`src/rtl/fpu_issue_sequencer.sv`:
```
// fpu_issue_sequencer
// Dispatches FPU ops to the functional unit chosen by unit_sel and returns
// their results strictly in issue order over one valid/ready writeback port.
// An order FIFO of unit ids tracks which unit owns the oldest in-flight op.
// Issue and retire are combinational pass-throughs (zero added latency); only
// the FIFO contents, pointers and occupancy are stored.
module fpu_issue_sequencer #(
    parameter int NUM_UNITS = 4,
    parameter int DEPTH     = 4,
    localparam int UW       = $clog2(NUM_UNITS)
) (
    input  logic                    clk,
    input  logic                    reset,
    input  logic                    flush,
    input  logic                    valid_in,
    output logic                    ready_out,
    input  logic [UW-1:0]           unit_sel,
    output logic [NUM_UNITS-1:0]    unit_valid_in,
    input  logic [NUM_UNITS-1:0]    unit_ready_out,
    input  logic [NUM_UNITS-1:0]    unit_valid_out,
    output logic [NUM_UNITS-1:0]    unit_ready_in,
    input  logic [32*NUM_UNITS-1:0] unit_result,
    input  logic [5*NUM_UNITS-1:0]  unit_fflags,
    output logic                    valid_out,
    input  logic                    ready_in,
    output logic [31:0]             result,
    output logic [4:0]              fflags
);

    localparam int PW = $clog2(DEPTH);
    localparam int CW = $clog2(DEPTH + 1);

    // Order FIFO: one unit id per in-flight op, oldest at rd_ptr_r.
    logic [UW-1:0] fifo_r [DEPTH];
    logic [PW-1:0] rd_ptr_r;
    logic [PW-1:0] wr_ptr_r;
    logic [CW-1:0] count_r;

    logic          empty_s;
    logic          full_s;
    logic [UW-1:0] head_s;
    logic          head_valid_s;
    logic [31:0]   head_result_s;
    logic [4:0]    head_fflags_s;
    logic          sel_ready_s;
    logic          push_s;
    logic          pop_s;

    assign empty_s = (count_r == {CW{1'b0}});
    assign full_s  = (count_r == CW'(DEPTH));
    assign head_s  = fifo_r[rd_ptr_r];

    // Select the head unit's result handshake/payload and the target unit's
    // readiness. Looping over legal ids means an out-of-range unit_sel never
    // matches, so it reads as "not ready" and can never be accepted.
    always_comb begin
        head_valid_s  = 1'b0;
        head_result_s = 32'd0;
        head_fflags_s = 5'd0;
        sel_ready_s   = 1'b0;
        for (int i = 0; i < NUM_UNITS; i++) begin
            head_valid_s  = (head_s == UW'(i))   ? unit_valid_out[i]     : head_valid_s;
            head_result_s = (head_s == UW'(i))   ? unit_result[32*i +: 32] : head_result_s;
            head_fflags_s = (head_s == UW'(i))   ? unit_fflags[5*i +: 5]   : head_fflags_s;
            sel_ready_s   = (unit_sel == UW'(i)) ? unit_ready_out[i]     : sel_ready_s;
        end
    end

    // Retire side: only the head unit may present a result; everything is
    // squashed while flushing or when nothing is in flight.
    always_comb begin
        valid_out = !flush && !empty_s && head_valid_s;
        pop_s     = valid_out && ready_in;
        result    = valid_out ? head_result_s : 32'd0;
        fflags    = valid_out ? head_fflags_s : 5'd0;
        for (int i = 0; i < NUM_UNITS; i++) begin
            unit_ready_in[i] = ready_in && !empty_s && !flush && (head_s == UW'(i));
        end
    end

    // Issue side: a same-cycle pop frees a slot when full, so ready_out
    // depends combinationally on ready_in. Held low while reset is asserted.
    always_comb begin
        ready_out = !reset && !flush && sel_ready_s && (!full_s || pop_s);
        push_s    = valid_in && ready_out;
        for (int i = 0; i < NUM_UNITS; i++) begin
            unit_valid_in[i] = push_s && (unit_sel == UW'(i));
        end
    end

    // Order FIFO storage, pointers and occupancy; flush empties it at the edge.
    always_ff @(posedge clk or posedge reset) begin
        if (reset) begin
            for (int i = 0; i < DEPTH; i++) begin
                fifo_r[i] <= {UW{1'b0}};
            end
            rd_ptr_r <= {PW{1'b0}};
            wr_ptr_r <= {PW{1'b0}};
            count_r  <= {CW{1'b0}};
        end else if (flush) begin
            rd_ptr_r <= {PW{1'b0}};
            wr_ptr_r <= {PW{1'b0}};
            count_r  <= {CW{1'b0}};
        end else begin
            if (push_s) begin
                fifo_r[wr_ptr_r] <= unit_sel;
                wr_ptr_r         <= wr_ptr_r + PW'(1);
            end else begin
                wr_ptr_r <= wr_ptr_r;
            end
            if (pop_s) begin
                rd_ptr_r <= rd_ptr_r + PW'(1);
            end else begin
                rd_ptr_r <= rd_ptr_r;
            end
            case ({push_s, pop_s})
                2'b10:   count_r <= count_r + CW'(1);
                2'b01:   count_r <= count_r - CW'(1);
                default: count_r <= count_r;
            endcase
        end
    end

endmodule
```
`config.mk`:
```
export PLATFORM = sky130hd
export DESIGN_NAME = fpu_issue_sequencer
export DESIGN_NICKNAME = d
export VERILOG_FILES = /design/src/rtl/fpu_issue_sequencer.sv
export SDC_FILE = /design/constraint.sdc
export NUM_CORES = 1
export LEC_CHECK = 0
export ABC_AREA = 1
export BUFFER_PORTS_ARGS = -buffer_cell sky130_fd_sc_hd__buf_2
export CAP_MARGIN = 20
export CELL_PAD_IN_SITES_DETAIL_PLACEMENT = 1
export CELL_PAD_IN_SITES_GLOBAL_PLACEMENT = 2
export CORE_ASPECT_RATIO = 1.1
export CORE_MARGIN = 5
export CORE_UTILIZATION = 17
export DETAILED_ROUTE_END_ITERATION = 7
export PLACE_DENSITY = 0.94
export SKIP_CTS_REPAIR_TIMING = 1
export SLEW_MARGIN = 20
export SYNTH_ARGS = -nofsm -noshare
export SYNTH_HDL_FRONTEND = slang
export SYNTH_SLANG_ARGS = --single-unit
export TNS_END_PERCENT = 100
```
`constraint.sdc`:
```
create_clock -name clk -period 3.81 [get_ports clk]
set_input_delay 0.1905 -clock clk [delete_from_list [all_inputs] [get_ports clk]]
set_output_delay 0.1905 -clock clk [all_outputs]
set_load 0.05 [all_outputs]
```
After elaboration in Yosys (flattened, before gate mapping). Index checks and enable logic that the tools add are counted.

Magnitude comparators: 3. Reduce and logical (&&, ||, !) cells: 30. Eq/ne operators: 9. Bitwise logic cells: 3. Muxes and demuxes: 30. $add $sub $neg: 4.

Operator list (count): $mux W32 (5); $mux W5 (5); $logic_and A1 B1 Y1 (18); $mux W2 (7); $eq A2 B2 Y1 const B (5); $bwmux W8 (1); $mux W1 (8); $eq A2 B1 Y1 const B (3); $ge A3 B3 Y1 const B (2); $not A2 Y3 (2); $pmux W3 S2 (1); $add A2 B1 Y2 const B (2); $bmux W2 S2 (1); $demux W2 S2 (1); $logic_not A1 Y1 (4); $logic_not A2 Y1 (2); $reduce_bool A2 Y1 (2); $add A3 B1 Y3 const B (1); $eq A3 B3 Y1 const B (1); $logic_not A3 Y1 (1); $lt A3 B1 Y1 const B (1); $mux W3 (1); $reduce_bool A3 Y1 (1); $sub A3 B1 Y3 const B (1); 3 further kinds (3).

Register bits: 15. Logic and storage cells: 86. Output and inout port bits: 47. Input port bits: 163.

Longest topological paths before layout.
Word-level depth: 17. Gate-level depth with buffers: 22. Depth with buffers taken out: 21.

Worst setup path before layout. No wires, ideal clock.

Path kind: flip-flop to output port. Start: reg rd_ptr_r[0]. End: out fflags[4]. Cell stages (with the launch flop): 14. Data required time: 3.619 ns. Path slack: 1.027 ns. Path buffers: 2. Arrival time: 2.592 ns. Path through: dfrtp_1 > inv_2 > nand2_1 > nand2_1 > nand2_1 > nand2_2 > buf_6 > nand2_1 > inv_1 > buf_2 > nand2_1 > nand2_1 > o21ai_0 > a211oi_1.

Word-level cells in the longest chain between the ends: 11. Elaborated cells on any way between the ends: 18. Those cells by class: 3 x eq/ne; 12 x mux; 1 x bitwise; 2 x reduce/logical.

Ends and longest elaborated chain: from (decl) (RTL line 35) `logic [PW-1:0] rd_ptr_r;`; from (signal assigned) (RTL line 97) `rd_ptr_r <= {PW{1'b0}};`; from (signal assigned) (RTL line 101) `rd_ptr_r <= {PW{1'b0}};`; from (signal assigned) (RTL line 112) `rd_ptr_r <= rd_ptr_r + PW'(1);`; $not A2 Y3 (not written as such) (*) (RTL line 51) `assign head_s = fifo_r[rd_ptr_r];`; $bmux W2 S2 (*) (RTL line 51); $mux W2 (not written as such) (*) (2 in series) (RTL line 51); $logic_not A2 Y1 (RTL line 62, 64); $mux W1 (4 in series) (RTL line 62) `head_valid_s = (head_s == UW'(i)) ? unit_valid_out[i] : head_valid_s;`; $logic_and A1 B1 Y1 (RTL line 72) `valid_out = !flush && !empty_s && head_valid_s;`; $mux W5 (*) (RTL line 75) `fflags = valid_out ? head_fflags_s : 5'd0;`; to (decl) (RTL line 27) `output logic [4:0] fflags`.

Every way passes the cells marked *; elsewhere a longest branch is shown, timed or not. The select of a mux whose other input is x is not followed.

Worst setup path after layout.
Start: reg rd_ptr_r[0]. End: reg count_r[2].

Word-level cells in the longest chain between the ends: 17. Elaborated cells on any way between the ends: 22. Those cells by class: 5 x eq/ne; 9 x mux; 1 x bitwise; 7 x reduce/logical.

Ends and longest elaborated chain: $not A2 Y3 (not written as such) (*) (RTL line 51); $bmux W2 S2 (*) (RTL line 51); $mux W2 (not written as such) (*) (2 in series) (RTL line 51); $logic_not A2 Y1 (RTL line 62); $mux W1 (3 in series) (RTL line 62); $mux W1 (*) (RTL line 62); $logic_and A1 B1 Y1 (*) (RTL line 72); $logic_and A1 B1 Y1 (*) (RTL line 73) `pop_s = valid_out && ready_in;`; $logic_or A1 B1 Y1 (RTL line 84) `ready_out = !reset && !flush && sel_ready_s && (!full_s || pop_s);`; $logic_and A1 B1 Y1 (RTL line 84); $logic_and A1 B1 Y1 (RTL line 85) `push_s = valid_in && ready_out;`; $eq A2 B1 Y1 / $eq A2 B2 Y1 (equally long branches) (RTL line 116) `case ({push_s, pop_s})`; $pmux W3 S2 (RTL line 116); $mux W3 (RTL line 100) `end else if (flush) begin`; to (signal assigned) (RTL line 99) `count_r <= {CW{1'b0}};`; to (signal assigned) (RTL line 117) `2'b10: count_r <= count_r + CW'(1);`; to (signal assigned) (RTL line 118) `2'b01: count_r <= count_r - CW'(1);`; to (decl) (RTL line 37) `logic [CW-1:0] count_r;`.

Marks and branches as above. A chain may end at the register's enable or synchronous reset.

==> metrics.md <==
| Metric | Value |
|---|---|
| Status | complete, no violations |
| Post-synth ARST share | 100% |
| Final setup vio count | 0 |
| Clock skew | approximately 0.0037 ns |
| CP Capture Type | flip-flop |
| Placed instance area | between 3000 and 4000 um2 |
| Full die area | 15,100 um2 |
| Io pins | between 200 and 250 |
| Worst skew pair latency | 0.25 ns |
| Core area | approximately 13,000 um2 |
| Power per cell area | 380 nW/um2 |
| GR Util All Layers | 15.4% |
| Synthesized area | 2160 um2 |
| Drt drc | 0 |
| Flops & latches, synth | 15 |
| Arrival time worst endpoint | between 3 and 4 ns |
| TritonCTS clock tree | yes |
| Rows | between 40 and 50 |
| Crit-path max FO | 18 |
| WS Path Type | flip-flop to flip-flop |
| Drt pass-1 iters | 4 |
| Synthesis warning total | 0 |
| Most frequent cells in the layout | 209 x buf_2, 129 x nand2_1, 38 x o21ai_0, 32 x a21oi_1, 29 x inv_1 |
| Layout cells sized above 1 | about two fifths |
| Post-Route Setup TNS | 0 ns |
| Slew @ Worst Pin | between 0.8 and 0.9 ns |
| Max Cap Viol | 0 |
| Initial DRC Count | approximately 150 |
| Tcrit/Tclk final | around 86% |
| Fmax achieved | between 300 and 400 MHz |
| Worst hold slack | around 0.014 ns |
| Hpwl dp | 10,300 um |
| Seq/Total Area, Yosys | between 10% and 20% |
| Die height | between 100 and 150 um |
| Reg clk slew, reported paths | about 0.05 ns |
| Tmin final | roughly 3.3 ns |
| Effective utilization at floorplan | between 15 and 20% |
| Htree depth | 1 |
| Vias per cell | 4.70 |
| Root buffer cell | clkbuf_16 |
| PnR Total Power | around 1.3 mW |
| Antenna Diode Count | 0 |
| Lkg Pwr | around 1.9 nW |
| Worst hold path type | primary input to async pin |
| RSZ-0062 raised after global routing | no |
| Port bufs | ~210 |
| Nets | between 700 and 800 |
| Clock sink count | 15 |
| Hold Vio Cnt, Final | 0 |
| Average size of a mapped cell | around 5.8 um2 |
| Largest net degree at the start of global routing | 32 |
| Top_reg_cell synth | dfrtp_1 |
| Initial antenna violation count | 0 |
| Critical Path RT | 3.95 ns |
| Via Count | approximately 3.4k |
| Worst Setup Start Kind | flip-flop |
| Pins Over Slew Limit | 0 |
| Final non-filler cell total | around 700 |
| Vias in the first global route | 3,746 |
| Unique masters post-synth | 34 |
| Peak supply drop | approximately 0.13 mV |
| Placed Cells | roughly 700 |
| Drt total wl | 12,200 um |
| Grt ovf | 0 |
| Syn Inst Count | 370 |
| CTS buffer count | 3 |
| First-pass GRT wire length | slightly below 20,000 um |
| Max transition margin | 42.8% |
| Die width | ~120 um |
| GPL Wtd Cong | 0.794 |
| Antenna viol nets, final | 0 |
| Most common cell after layout, fill and taps aside | buf_2 |
| Post-Syn Nets | between 500 and 600 |
| Routed WL per cell | 16.9 um |
| Bufs on Longest Clock Path | 2 |
| Post-route design area | ~3400 um2 |
| Path depth of the worst reg2reg path | 19 |
| Layout area overhead | 57.4% |
| Number of enable flip-flop cells after synthesis | 0 |
==> sequential cells by signal, indices dropped and copies added, names as in the netlist <==
| register | flops |
|---|---|
| rd_ptr_r | 2 |
| fifo_r | 8 |
| count_r | 3 |
| wr_ptr_r | 2 |
==> Yosys cell counts (7+ instances only) <==
master	number	area share, %
o221ai_1	11	4.5
inv_1	29	5.0
o21ai_0	38	8.8
nor2_1	24	4.2
nand3_1	11	2.5
nand2_1	129	22
a21oi_1	32	7.4
clkbuf_1	9	1.6
buf_2	9	2.1
dfrtp_1	15	17
a211oi_1	7	2.4
nor3_1	8	1.9
==> path summary, 6_finish.rpt <==
check / startpoint / endpoint / slack, ns
max: rd_ptr_r[0]$_DFFE_PP0P_ / count_r[2]$_DFFE_PP0P_ / 0.53
min: reset / fifo_r[6]$_DFFE_PP0P_ / 0.01
max reg2reg: rd_ptr_r[0]$_DFFE_PP0P_ / count_r[2]$_DFFE_PP0P_ / 0.53
max in group asynchronous: reset / count_r[2]$_DFFE_PP0P_ / 3.41
min reg2reg: fifo_r[3]$_DFFE_PP0P_ / fifo_r[3]$_DFFE_PP0P_ / 0.50
min in group clk: valid_in / wr_ptr_r[1]$_DFFE_PP0P_ / 0.27
==> worst max-delay path, stage by stage (launching register included) <==
cell and delay (ns):
dfrtp_1 0.45, inv_2 0.14, nand2_1 0.07, nand3_1 0.13, nand2_4 0.17, nor2_4 0.32
inv_2 0.19, nand2_2 0.14, nand3_4 0.09, nand2_2 0.09, nand3_4 0.17, nand2_1 0.25
inv_1 0.08, fa_1 0.39, xnor2_1 0.20, inv_1 0.06, nand2_1 0.06, nand2_1 0.05
nand2_1 0.05, nand2_1 0.05
==> layer usage <==
metal / wire (um) / up-vias / global-route usage [%]
met5: 0 / - / 0
met1: 4870 / 1602 / 17.7
met2: 6400 / 140 / 29.6
met4: 59 / 0 / 1.69
met3: 876 / 9 / 3.93
li1: - / 1638 / -
==> final cells by class <==
class	instances	area [um2]
Timing Repair Buffer	212	1070
Inverter	31	116
Multi-Input combinational cell	302	1560
Clock inverter	1	7.51
Sequential cell	15	375
Clock buffer	3	75.1
Fill cell	1679	9140
Tap cell	157	196
==> kinds of logic (layout without fill, tap and decap cells) <==
group | count (synthesis) | after routing | synth area share [%]
and+or+nand+nor | 187 | 187 | 37.9
AOI/OAI and AO/OA | 109 | 109 | 30.6
buffers and inverters | 53 | 247 | 10.4
DFF | 15 | 15 | 17.4
adders and majority gates | 5 | 5 | 3.24
xor gates and xnor gates | 1 | 1 | 0.406
==> through the flow <==
stage	setup WS (ns)	utilization (%)
after floorplan	1.03	-
after global placement	0.730	26.4
after detailed placement	0.516	26.4
after CTS	0.470	27.1
after global routing	0.142	27.1
final	0.526	27.1
==> power by group <==
group	switching, mW	internal, mW	total [mW]
sequential	0.0173	0.180	0.198
combinational	0.615	0.271	0.886
clock	0.0673	0.141	0.209
(Power assumes the default switching activity.)
